`config.mk`:
```
export PLATFORM = sky130hd
export DESIGN_NAME = simon_display_reader
export DESIGN_NICKNAME = d
export VERILOG_FILES = /design/src/rtl/simon_display_reader.sv
export SDC_FILE = /design/constraint.sdc
export NUM_CORES = 1
export LEC_CHECK = 0
export CAP_MARGIN = 20
export CORE_MARGIN = 2
export CORE_UTILIZATION = 39
export DETAILED_ROUTE_END_ITERATION = 7
export GPL_TIMING_DRIVEN = 0
export HOLD_SLACK_MARGIN = 0.02
export PLACE_DENSITY = 0.59
export RECOVER_POWER = 25
export SYNTH_ARGS = -nofsm -noshare
export SYNTH_HDL_FRONTEND = slang
export SYNTH_SLANG_ARGS = --single-unit
```
`constraint.sdc`:
```
create_clock -name clk -period 2.5 [get_ports clk]
set_clock_uncertainty 0.05 [all_clocks]
set_input_delay 0.25 -clock clk [delete_from_list [all_inputs] [get_ports clk]]
set_output_delay 0.25 -clock clk [all_outputs]
set_load 0.05 [all_outputs]
```
`src/rtl/simon_display_reader.sv`:
```
// Recovers the two hex digits shown on the Simon game's multiplexed 7-segment display.
// Optional refresh watchdog: define DISPLAY_READER_TIMEOUT_EN.
module simon_display_reader #(
    parameter int unsigned STABLE_CYCLES  = 8,
    parameter int unsigned TIMEOUT_CYCLES = 65536
) (
    input  logic       clk,
    input  logic       rst_n,
    input  logic [6:0] seg,
    input  logic       dig1,
    input  logic       dig2,
    input  logic       seginv,
    output logic [3:0] d1_code,
    output logic       d1_blank,
    output logic       d1_err,
    output logic [3:0] d2_code,
    output logic       d2_blank,
    output logic       d2_err,
    output logic       valid,
    output logic       update
);

    localparam int unsigned CNT_W = $clog2(STABLE_CYCLES + 1);
    localparam logic [CNT_W-1:0] CNT_MAX = '1;
    localparam logic [CNT_W-1:0] CNT_STABLE = CNT_W'(STABLE_CYCLES);

    if (STABLE_CYCLES < 2 || TIMEOUT_CYCLES < 1) begin : g_param_check
        $error("simon_display_reader: STABLE_CYCLES must be >= 2 and TIMEOUT_CYCLES >= 1");
    end

    typedef enum logic [1:0] {
        IDLE,
        TRACK,
        HOLD
    } state_t;

    state_t           state_q, state_d;
    logic [CNT_W-1:0] cnt_q, cnt_d, cnt_inc;
    logic [6:0]       seg_q;
    logic             dig1_q, dig2_q, seginv_q;
    logic [6:0]       seg_n;
    logic             d1_n, d2_n, sel, same, capture;
    logic [8:0]       key, key_q;
    logic [3:0]       dec_code;
    logic             dec_blank, dec_err;
    logic [5:0]       new_f, d1_f_q, d2_f_q;
    logic             v1_q, v2_q, update_q;

    always_ff @(posedge clk) begin
        if (!rst_n) begin
            seg_q    <= '0;
            dig1_q   <= 1'b0;
            dig2_q   <= 1'b0;
            seginv_q <= 1'b0;
        end else begin
            seg_q    <= seg;
            dig1_q   <= dig1;
            dig2_q   <= dig2;
            seginv_q <= seginv;
        end
    end

    assign seg_n = seg_q ^ {7{seginv_q}};
    assign d1_n  = dig1_q ^ seginv_q;
    assign d2_n  = dig2_q ^ seginv_q;
    assign sel   = d1_n ^ d2_n;
    // Polarity is part of the sample identity so a seginv flip restarts tracking.
    assign key   = {seginv_q, d2_n, seg_n};
    assign same  = (key == key_q);

    always_comb begin
        dec_code  = '0;
        dec_blank = 1'b0;
        dec_err   = 1'b0;
        case (seg_n)
            7'h3F: dec_code = 4'h0;
            7'h06: dec_code = 4'h1;
            7'h5B: dec_code = 4'h2;
            7'h4F: dec_code = 4'h3;
            7'h66: dec_code = 4'h4;
            7'h6D: dec_code = 4'h5;
            7'h7D: dec_code = 4'h6;
            7'h07: dec_code = 4'h7;
            7'h7F: dec_code = 4'h8;
            7'h6F: dec_code = 4'h9;
            7'h77: dec_code = 4'hA;
            7'h7C: dec_code = 4'hB;
            7'h39: dec_code = 4'hC;
            7'h5E: dec_code = 4'hD;
            7'h79: dec_code = 4'hE;
            7'h71: dec_code = 4'hF;
            7'h00: dec_blank = 1'b1;
            default: dec_err = 1'b1;
        endcase
    end

    assign new_f = {dec_code, dec_blank, dec_err};

    always_comb begin
        state_d = state_q;
        cnt_d   = cnt_q;
        capture = 1'b0;
        cnt_inc = (cnt_q == CNT_MAX) ? cnt_q : cnt_q + CNT_W'(1);
        case (state_q)
            IDLE: begin
                cnt_d = '0;
                if (sel) begin
                    state_d = TRACK;
                    cnt_d   = CNT_W'(1);
                end
            end
            TRACK: begin
                if (!sel) begin
                    state_d = IDLE;
                    cnt_d   = '0;
                end else if (!same) begin
                    cnt_d = CNT_W'(1);
                end else begin
                    cnt_d = cnt_inc;
                    if (cnt_inc >= CNT_STABLE) begin
                        capture = 1'b1;
                        state_d = HOLD;
                    end
                end
            end
            HOLD: begin
                if (!sel) begin
                    state_d = IDLE;
                    cnt_d   = '0;
                end else if (!same) begin
                    state_d = TRACK;
                    cnt_d   = CNT_W'(1);
                end
            end
            default: begin
                state_d = IDLE;
                cnt_d   = '0;
            end
        endcase
    end

    always_ff @(posedge clk) begin
        if (!rst_n) begin
            state_q <= IDLE;
            cnt_q   <= '0;
            key_q   <= '0;
        end else begin
            state_q <= state_d;
            cnt_q   <= cnt_d;
            if (sel) begin
                key_q <= key;
            end
        end
    end

`ifdef DISPLAY_READER_TIMEOUT_EN
    localparam int unsigned WD_W = $clog2(TIMEOUT_CYCLES + 1);
    localparam logic [WD_W-1:0] WD_LAST = WD_W'(TIMEOUT_CYCLES - 1);

    logic [WD_W-1:0] wd1_q, wd2_q;
    logic            cap1, cap2, conf1, conf2, expire1, expire2;

    assign cap1    = capture && !d2_n;
    assign cap2    = capture && d2_n;
    assign conf1   = (state_q == HOLD) && !key_q[7];
    assign conf2   = (state_q == HOLD) && key_q[7];
    assign expire1 = v1_q && !cap1 && !conf1 && (wd1_q == WD_LAST);
    assign expire2 = v2_q && !cap2 && !conf2 && (wd2_q == WD_LAST);

    always_ff @(posedge clk) begin
        if (!rst_n) begin
            wd1_q <= '0;
            wd2_q <= '0;
        end else begin
            wd1_q <= (cap1 || conf1 || !v1_q || expire1) ? '0 : wd1_q + WD_W'(1);
            wd2_q <= (cap2 || conf2 || !v2_q || expire2) ? '0 : wd2_q + WD_W'(1);
        end
    end
`endif

    always_ff @(posedge clk) begin
        if (!rst_n) begin
            d1_f_q   <= '0;
            d2_f_q   <= '0;
            v1_q     <= 1'b0;
            v2_q     <= 1'b0;
            update_q <= 1'b0;
        end else begin
            update_q <= 1'b0;
            if (capture && !d2_n) begin
                d1_f_q <= new_f;
                v1_q   <= 1'b1;
                if (!v1_q || d1_f_q != new_f) begin
                    update_q <= 1'b1;
                end
            end
            if (capture && d2_n) begin
                d2_f_q <= new_f;
                v2_q   <= 1'b1;
                if (!v2_q || d2_f_q != new_f) begin
                    update_q <= 1'b1;
                end
            end
`ifdef DISPLAY_READER_TIMEOUT_EN
            if (expire1) begin
                d1_f_q   <= '0;
                v1_q     <= 1'b0;
                update_q <= 1'b1;
            end
            if (expire2) begin
                d2_f_q   <= '0;
                v2_q     <= 1'b0;
                update_q <= 1'b1;
            end
`endif
        end
    end

    assign {d1_code, d1_blank, d1_err} = d1_f_q;
    assign {d2_code, d2_blank, d2_err} = d2_f_q;
    assign valid  = v1_q & v2_q;
    assign update = update_q;

endmodule

```
# Yosys cells after proc, flatten, opt, wreduce, memory -nomap -nowiden
# Cells that the tools add are included.
# Widths: inputs -> output; s select.
# classes
n_addsub	1
order_cmp	1
eq_ne	26
muxes	25
bitwise_logic	5
n_reduce_logical	11
# ops
cell	n
$eq 7x7->1 const B	12
$pmux 4 s15	1
$mux 4	5
$reduce_or 17->1	1
$eq 7x3->1 const B	2
$eq 7x6->1 const B	2
$mux 2	6
$ne 6x6->1	2
$pmux 4 s3	1
$mux 1	11
$eq 9x9->1	1
$ne 3x3->1 const B	3
$logic_not 7->1	1
$xor 7x7->7	1
$pmux 2 s3	1
$add 4x1->4 const B	1
$eq 4x4->1 const B	1
$ge 4x4->1 const B	1
$reduce_and 4->1	1
$logic_not 1->1	3
$xor 1x1->1	3
$eq 2x1->1 const B	1
$eq 2x2->1 const B	1
$logic_and 1x1->1	2
4 further kinds	5
# word_totals
regBits	40
in_bits	12

# Longest topological paths before layout
# Gate-level depths: netlist of run 1.
# logic_depth
word_depth	11
depth_mapped	10

# Least setup slack after synthesis of run 1
# Ideal clock, no wire load.
# synth_timing
path_type	reg-to-reg
from	register seg_q[4]
to	register update_q (netlist: update)
arrival_ps	2031
required_time_ps	2320
slack_ps	289
path_stages_with_launch	10
synth_period_minus_slack_ps	2211
cell_sequence	dfxtp_1 > buf_2 > or4_1 > o21ai_1 > a222oi_1 > nand3_1 > xnor2_1 > nand3_1 > o41ai_1 > a21boi_1
# synth_between
elab_chain_cells	10
elab_cells_between_ends	36
cone_classes	eq/ne (19); mux (10); bitwise (1); reduce/logical (6)
# synth_rtl
element	line_no	rtl
from (decl)	39	logic [6:0] seg_q;
from (signal assigned)	56	seg_q <= seg;
$xor 7x7->7 (*)	63	assign seg_n = seg_q ^ {7{seginv_q}};
$eq 7x7->1 (tied with other cells)	75	case (seg_n)
$reduce_or 17->1 (no line)	-	
$mux 1	75	
$ne 6x6->1	193	if (!v1_q || d1_f_q != new_f) begin
$logic_or 1x1->1	193	
$mux 1	193	
$mux 1	190	if (capture && !d2_n) begin
$mux 1	200	if (!v2_q || d2_f_q != new_f) begin
$mux 1 (*)	197	if (capture && d2_n) begin
to (signal assigned)	189	update_q <= 1'b0;
to (signal assigned)	194	update_q <= 1'b1;
to (signal assigned)	201	update_q <= 1'b1;
to (decl)	47	logic v1_q, v2_q, update_q;
# Every way passes the cells marked *; elsewhere a longest branch is shown, timed or not.
# A chain may end at the register's enable or synchronous reset.

# Worst setup path after layout of run 1
# layout_timing
from	register seginv_q
to	register update_q (netlist: update)
# layout_between
elab_chain_cells	10
elab_cells_between_ends	40
cone_classes	eq/ne (19); mux (10); bitwise (4); reduce/logical (7)
# layout_rtl
element	line_no	rtl
from (decl)	40	logic dig1_q, dig2_q, seginv_q;
from (signal assigned)	59	seginv_q <= seginv;
$xor 7x7->7	63	
$eq 7x7->1 (tied with other cells)	75	
$reduce_or 17->1 (no line)	-	
$mux 1	75	
$ne 6x6->1	193	
$logic_or 1x1->1	193	
$mux 1	193	
$mux 1	190	
$mux 1	200	
$mux 1 (*)	197	
# Marks and branches as above.

==> metrics.md, run 1 <==
| Metric | Value |
|---|---|
| Status | `finished clean` |
| Final Slew Violations | `0` |
| Mapped cell area | `0.00247 mm^2` |
| Die area | `0.00698 mm^2` |
| Tot GR Track Use | `17.4%` |
| Total Power | `1.58 mW` |
| Residual DRC | `0` |
| Avg Cell Area, Syn | `8.69 um^2` |
| Crit path DAT | `2.59 ns` |
| Max-cap viol count | `0` |
| # setup viols final | `0` |
| Die H | `83.5 um` |
| Critical path peak fanout | `10` |
| Final WL | `5990 um` |
| Fmax | `408 MHz` |
| Syn_nets | `297` |
| DP HPWL | `4300 um` |
| EDFF count, synth | `0` |
| Worst min path class | `in -> reg` |
| Pin count of the biggest net entering global routing | `13` |
| Register area | `802 um^2` |
| Syn Inst Count | `284` |
| Worst Hold Depth | `3` |
| Final hold violation count | `0` |
| Worst Reg-to-Reg Cells | `9` |
| P_int | `1.17 mW` |
| Die X | `83.5 um` |
| Worst-margin pin slew | `0.511 ns` |
| NumNets Final | `331` |
| Worst-case hold slack | `0.304 ns` |
| Starting Density | `40.9%` |
| Worst Setup Start Kind | `flop` |
| Port buffer count | `24` |
| Flop pwr share | `43.3%` |
| Synth warn | `0` |
| Clk network pwr share | `40.3%` |
| Routed len/inst | `15.2 um` |
| Fillers | `615` |
| Met1 Use GR | `23.0%` |
| CTS Buf Count | `5` |
| Minimum clock period | `2.45 ns` |
| H-tree depth | `2` |
| CTS Buffer Depth | `2` |
| Sequential-to-total area share from yosys stat | `32.5%` |
| Ys async rst share | `0%` |
| Clock root cell | `clkbuf_8` |
| Core region area | `0.00603 mm^2` |
| Ant diodes | `0` |
| First-pass GRT wire length | `9880 um` |
| CTS clock-pin slew for the worst setup and hold paths | `0.08 ns` |
| Post-layout util | `50.6%` |
| DR pass1 iterations | `4` |
| RSZ-0062 raised after global routing | `true` |
| Leakage | `1.18 nW` |
| Routability cong. | `0.864` |
| Total number of vias | `2173` |
| Power share of the combinational group | `16.3%` |
| Netlist cell types | `61` |
| Place WS | `-0.120 ns` |
| Vias/cell | `5.53` |
| Antenna Nets Post-Route | `0` |
| DRT iter0 DRCs | `89` |
| Clk_lat worst skew | `0.30 ns` |
| GRT met3 Usage | `3.46%` |
| CTS Sinks | `40` |
| Kind of critical path | `reg -> reg` |
| CTS tree | `built` |
| Multi-input logic area | `0.00160 mm^2` |
| Seq cells post-synth | `40` |
| Vias in the first global route | `2023` |
| Met2 usage | `29.0%` |
| Required @ worst endpoint | `2.64 ns` |
| GRT overflow | `0` |
| Sw Ratio | `25.8%` |
| Power per cell area | `517 mW/mm^2` |
| Io pins | `26` |
| Gr busiest metal | `met2` |
| Setup ws final | `0.0484 ns` |
| Layout cells sized above 1 | `13.8%` |
| Tcrit/Tclk final | `98.1%` |
| Net switching power | `407 uW` |
| Initial antenna violation count | `0` |
| Prevailing post-synth register cell | `dfxtp_1` |
| Critical path capture point type | `flop` |
| VDD IR-drop max | `0.000514 V` |
| Synthesis-to-finish area growth | `23.6%` |
| Slew HR | `65.8%` |
| Rows | `28` |
what timing repair did:
action                     CTS  global route
pin swaps                    2             5
gates resized for setup      2            16
buffers inserted             2             1
hold buffers                 0             0
setup endpoints to repair    1             9
cell usage in the layout (no fill, tap or decap), types with 4 or more instances in the layout:
cell             netlist  layout
a21oi_1                8       8
and2_0                 1       4
and2_1                11       8
buf_2                  8       5
buf_6                  2       6
clkbuf_1               5       5
clkbuf_8               0       5
clkdlybuf4s50_1        0      24
dfxtp_1               40      39
inv_1                  4       4
mux2i_1               12      12
nand2_1               26      26
nand2b_1               6       6
nand3_1               10       9
nand3b_1               7       7
nor2_1                15      15
nor2b_1               10      10
o211a_1               11      11
o21ai_0                9       8
o22ai_1                9       9
or2_2                  4       4
xnor2_1               21      20
xor2_1                 4       4
power by group through the flow:
stage / Sequential (mW) / Clock, mW / Combinational (mW)
2_1_floorplan: 0.692 / 0 / 0.184
3_3_place_gp: 0.696 / 0 / 0.242
3_5_place_dp: 0.697 / 0 / 0.242
4_1_cts: 0.682 / 0.646 / 0.247
5_1_grt: 0.687 / 0.666 / 0.283
6_report: 0.684 / 0.637 / 0.258
routing by layer:
metal  wire length (um)  up-vias  part of all wire [%]
met5                  0        -                     0
met4                 70        0                   1.2
met3                237        7                   4.0
met2               2780       42                    46
met1               2910     1032                    49
li1                   -     1092                     -
critical path, cell delays in order, from the launching register on:
cell	delay, ns
dfxtp_2	0.43
buf_6	0.18
or2b_4	0.16
o22ai_1	0.14
a222oi_1	0.35
nand3_1	0.20
nor3_2	0.25
xor2_1	0.13
o41ai_2	0.33
a21boi_1	0.10
kinds of logic after synthesis:
logic type	count (synthesis)	synth area share, %
muxes	12	4.87
adders and majority gates	1	0.507
AOI/OAI and AO/OA	69	21.6
and+or+nand+nor	113	25.9
DFF	40	32.5
xor gates and xnor gates	26	9.53
buffers and inverters	23	5.12
sequential cells by signal, summed over array words and instances, names as in the netlist:
signal and flops:
seg_q 7, seginv_q 1, v1_q 1, key_q 9
update 1, dig1_q 1, dig2_q 1, cnt_q 4
v2_q 1, d2_f_q 6, state_q 2, d1_f_q 6
cells in the mapped netlist (all sizes together), types with 4 or more instances:
library cell | n | share of area [%]
buf | 14 | 3.8
nand3 | 10 | 2.0
mux2i | 12 | 4.9
o211a | 11 | 4.5
nand2 | 26 | 4.0
xor2 | 5 | 2.1
o22ai | 11 | 3.6
nor3 | 5 | 1.7
or2 | 4 | 1.0
inv | 4 | 0.61
nand2b | 6 | 1.5
nand3b | 7 | 2.1
clkbuf | 5 | 0.76
nor2b | 10 | 2.5
and2 | 12 | 3.0
xnor2 | 21 | 7.5
o21ai | 10 | 2.0
a21oi | 8 | 1.6
nor2 | 15 | 2.3
dfxtp | 40 | 32
per-stage QoR:
stage	area (um^2)	setup TNS [ns]	instances
finish	3050	0	393
global route	3050	-0.0694	393
CTS	2950	0	392
detailed placement	2800	-0.120	383
global placement	2800	-0.124	383
floorplan	2470	0	284
layout make-up:
class,count,area share [%]
inverters,4,0.492
multi-input cells,221,52.5
repair buffers,27,9.15
plain buffers,19,4.27
clock buffers,5,2.26
flip-flops and latches,40,26.3
well taps,75,3.08
clock inverters,2,1.97
path summary, 6_finish.rpt:
check	start	to	slack, ns
worst max-delay path	seginv_q	update	0.05
worst min-delay path	rst_n	cnt_q[0]	0.30
worst max register to register	seginv_q	update	0.05
worst min register to register	v2_q	v2_q	0.46
Note: power is estimated with default switching activity, not from simulation.
==> run 2: changes to the inputs <==
Settings changed: CORE_MARGIN 2 to 3, CORE_UTILIZATION 39 to 30, PLACE_DENSITY 0.59 to 0.48.
==> run 2 against run 1 <==
Compared with the run above:
- sequential power is essentially flat
- sequential share of layout area down 0.49 points
- register-to-register slack about the same
- critical path depth grew 2
- worst setup slack worse by 0.0053 ns
- clock power decreased by 9.1%
- sequential cell count unchanged
- combinational power grew 4%
- largest cell class unchanged
- total power down 2.9%
- non-clock buffer count grew 3
==> metrics.md, run 2 (synthesis results as in run 1) <==
| Metric | Value |
|---|---|
| Max stage delay on crit path | `0.46 ns` |
| Worst min path class | `in -> reg` |
| Initial antenna violation count | `0` |
| Layout cells sized above 1 | `15.8%` |
| VDD IR-drop max | `0.000164 V` |
| Final WL | `6240 um` |
| Routability cong. | `0.808` |
| Rows | `32` |
| Io pins | `26` |
| Pin count of the biggest net entering global routing | `14` |
| NumNets Final | `334` |
| DRT iter0 DRCs | `88` |
| Total number of vias | `2128` |
| Required @ worst endpoint | `2.64 ns` |
| Critical path capture point type | `flop` |
| Clk_lat worst skew | `0.30 ns` |
| Clock root cell | `clkbuf_8` |
| Minimum clock period | `2.46 ns` |
| Die area | `0.00935 mm^2` |
| CTS Sinks | `40` |
| Final Slew Violations | `0` |
| RSZ-0062 raised after global routing | `true` |
| Most common cell after layout, fill and taps aside | `dfxtp_1` |
| Leakage | `1.20 nW` |
| Crit path DAT | `2.59 ns` |
| Power share of the combinational group | `17.5%` |
| Power per cell area | `492 mW/mm^2` |
| CTS Buffer Depth | `2` |
| Critical path peak fanout | `10` |
| Starting Density | `31.4%` |
| Most frequent cells in the layout | `dfxtp_1, nand2_1, clkdlybuf4s50_1` |
| CP max-delay cell | `a222oi_1` |
| Worst path cell trace | `buf_6 -> buf_6 -> nand3b_1 -> o21ai_0 -> a222oi_1 -> nand3_1 -> buf_4 -> xnor2_1 -> nand4_1 -> o41ai_2 -> a21boi_1` |
| Cell family with most CP delay | `compound AO/OA/AOI/OAI gates` |
| CTS tree | `built` |
| Slew HR | `65.7%` |
| Vias/cell | `5.02` |
| # setup viols final | `0` |
| Max reg flops | `9` |
| CTS clock-pin slew for the worst setup and hold paths | `0.09 ns` |
| Dpl cells | `410` |
| Final Non-Filler Cells | `424` |
| Flop pwr share | `44.7%` |
| Clk network pwr share | `37.8%` |
| CTS Buf Count | `5` |
| Max-cap viol count | `0` |
| Synthesis-to-finish area growth | `26.2%` |
| Antenna Nets Post-Route | `0` |
| Worst-margin pin slew | `0.514 ns` |
| Total Power | `1.53 mW` |
| GRT overflow | `0` |
| Finished Cell Area | `0.00311 mm^2` |
| Largest registers | `key_q: 9 flops, seg_q: 7 flops` |
| DP HPWL | `4490 um` |
| Core region area | `0.00785 mm^2` |
| Routed len/inst | `14.7 um` |
| Fmax | `407 MHz` |
| DR pass1 iterations | `5` |
| Die H | `96.7 um` |
| Bufs and invs on worst path | `3` |
| Net switching power | `421 uW` |
| First-pass GRT wire length | `10400 um` |
| Ant diodes | `0` |
| Residual DRC | `0` |
| H-tree depth | `2` |
| Status | `finished clean` |
| Final hold violation count | `0` |
| Die X | `96.7 um` |
| Sw Ratio | `27.5%` |
| Top cell by count, worst path | `buf_6` |
| Vias in the first global route | `2124` |
| Kind of critical path | `reg -> reg` |
| P_int | `1.11 mW` |
| Worst Setup Start Kind | `flop` |
| Tot GR Track Use | `13.6%` |
| Top reg by flops | `key_q` |
| Port buffer count | `24` |
| Tcrit/Tclk final | `98.3%` |
| Placed Area | `0.00284 mm^2` |
run 2: final timing paths:
kind	startpoint	to	slack, ns	cells after the start
worst min register to register	v1_q	v1_q	0.45	1
worst max-delay path	seg_q[1]	update	0.04	11
worst min-delay path	rst_n	cnt_q[0]	0.31	3
worst max register to register	seg_q[1]	update	0.04	11
run 2: worst min-delay path, stage by stage:
cell and delay (ns):
clkbuf_1 0.19, nand2_1 0.14, a211oi_1 0.04
run 2: metrics by stage:
stage          setup WS [ns]  setup TNS (ns)  utilization (%)  hold WS (ns)
6_report              0.0432               0             39.7         0.309
4_1_cts              0.00905               0             38.6         0.322
3_5_place_dp          -0.136          -0.136             36.1         0.431
2_1_floorplan          0.289               0                -         0.327
3_3_place_gp          -0.164          -0.164             36.1         0.431
5_1_grt              -0.0868         -0.0882             39.7         0.341
run 2: power by group through the flow:
stage          clock network, mW  registers [mW]  logic, mW
6_report                   0.579           0.685      0.269
5_1_grt                    0.618           0.689      0.298
4_1_cts                    0.595           0.683      0.260
3_5_place_dp                   0           0.698      0.246
3_3_place_gp                   0           0.697      0.246
2_1_floorplan                  0           0.692      0.184
run 2: per-layer routing:
layer	part of all wire [%]	track usage, %	up-vias
li1	-	-	1094
met1	48	18.1	994
met2	48	22.2	34
met3	3.5	2.67	6
met4	1.2	4.00	0
met5	0	0	-
run 2: timing repair:
action                     CTS  global route
gates resized for setup      8            14
setup endpoints to repair    1            11
pin swaps                    5             5
hold buffers                 0             0
buffers inserted             4             2
run 2: final cells by class:
cell class	instances	area [um^2]
fillers	833	4730
multi-input cells	221	1620
flip-flops and latches	40	803
repair buffers	30	298
plain buffers	19	133
well taps	102	128
clock buffers	6	82.6
clock inverters	2	38.8
inverters	4	15.0
==> run 3: changes to the inputs <==
Settings changed: SLEW_MARGIN from default to 0.
==> results of run 3 <==
No change in the layout: final DEF, timing and power equal those of run 2.
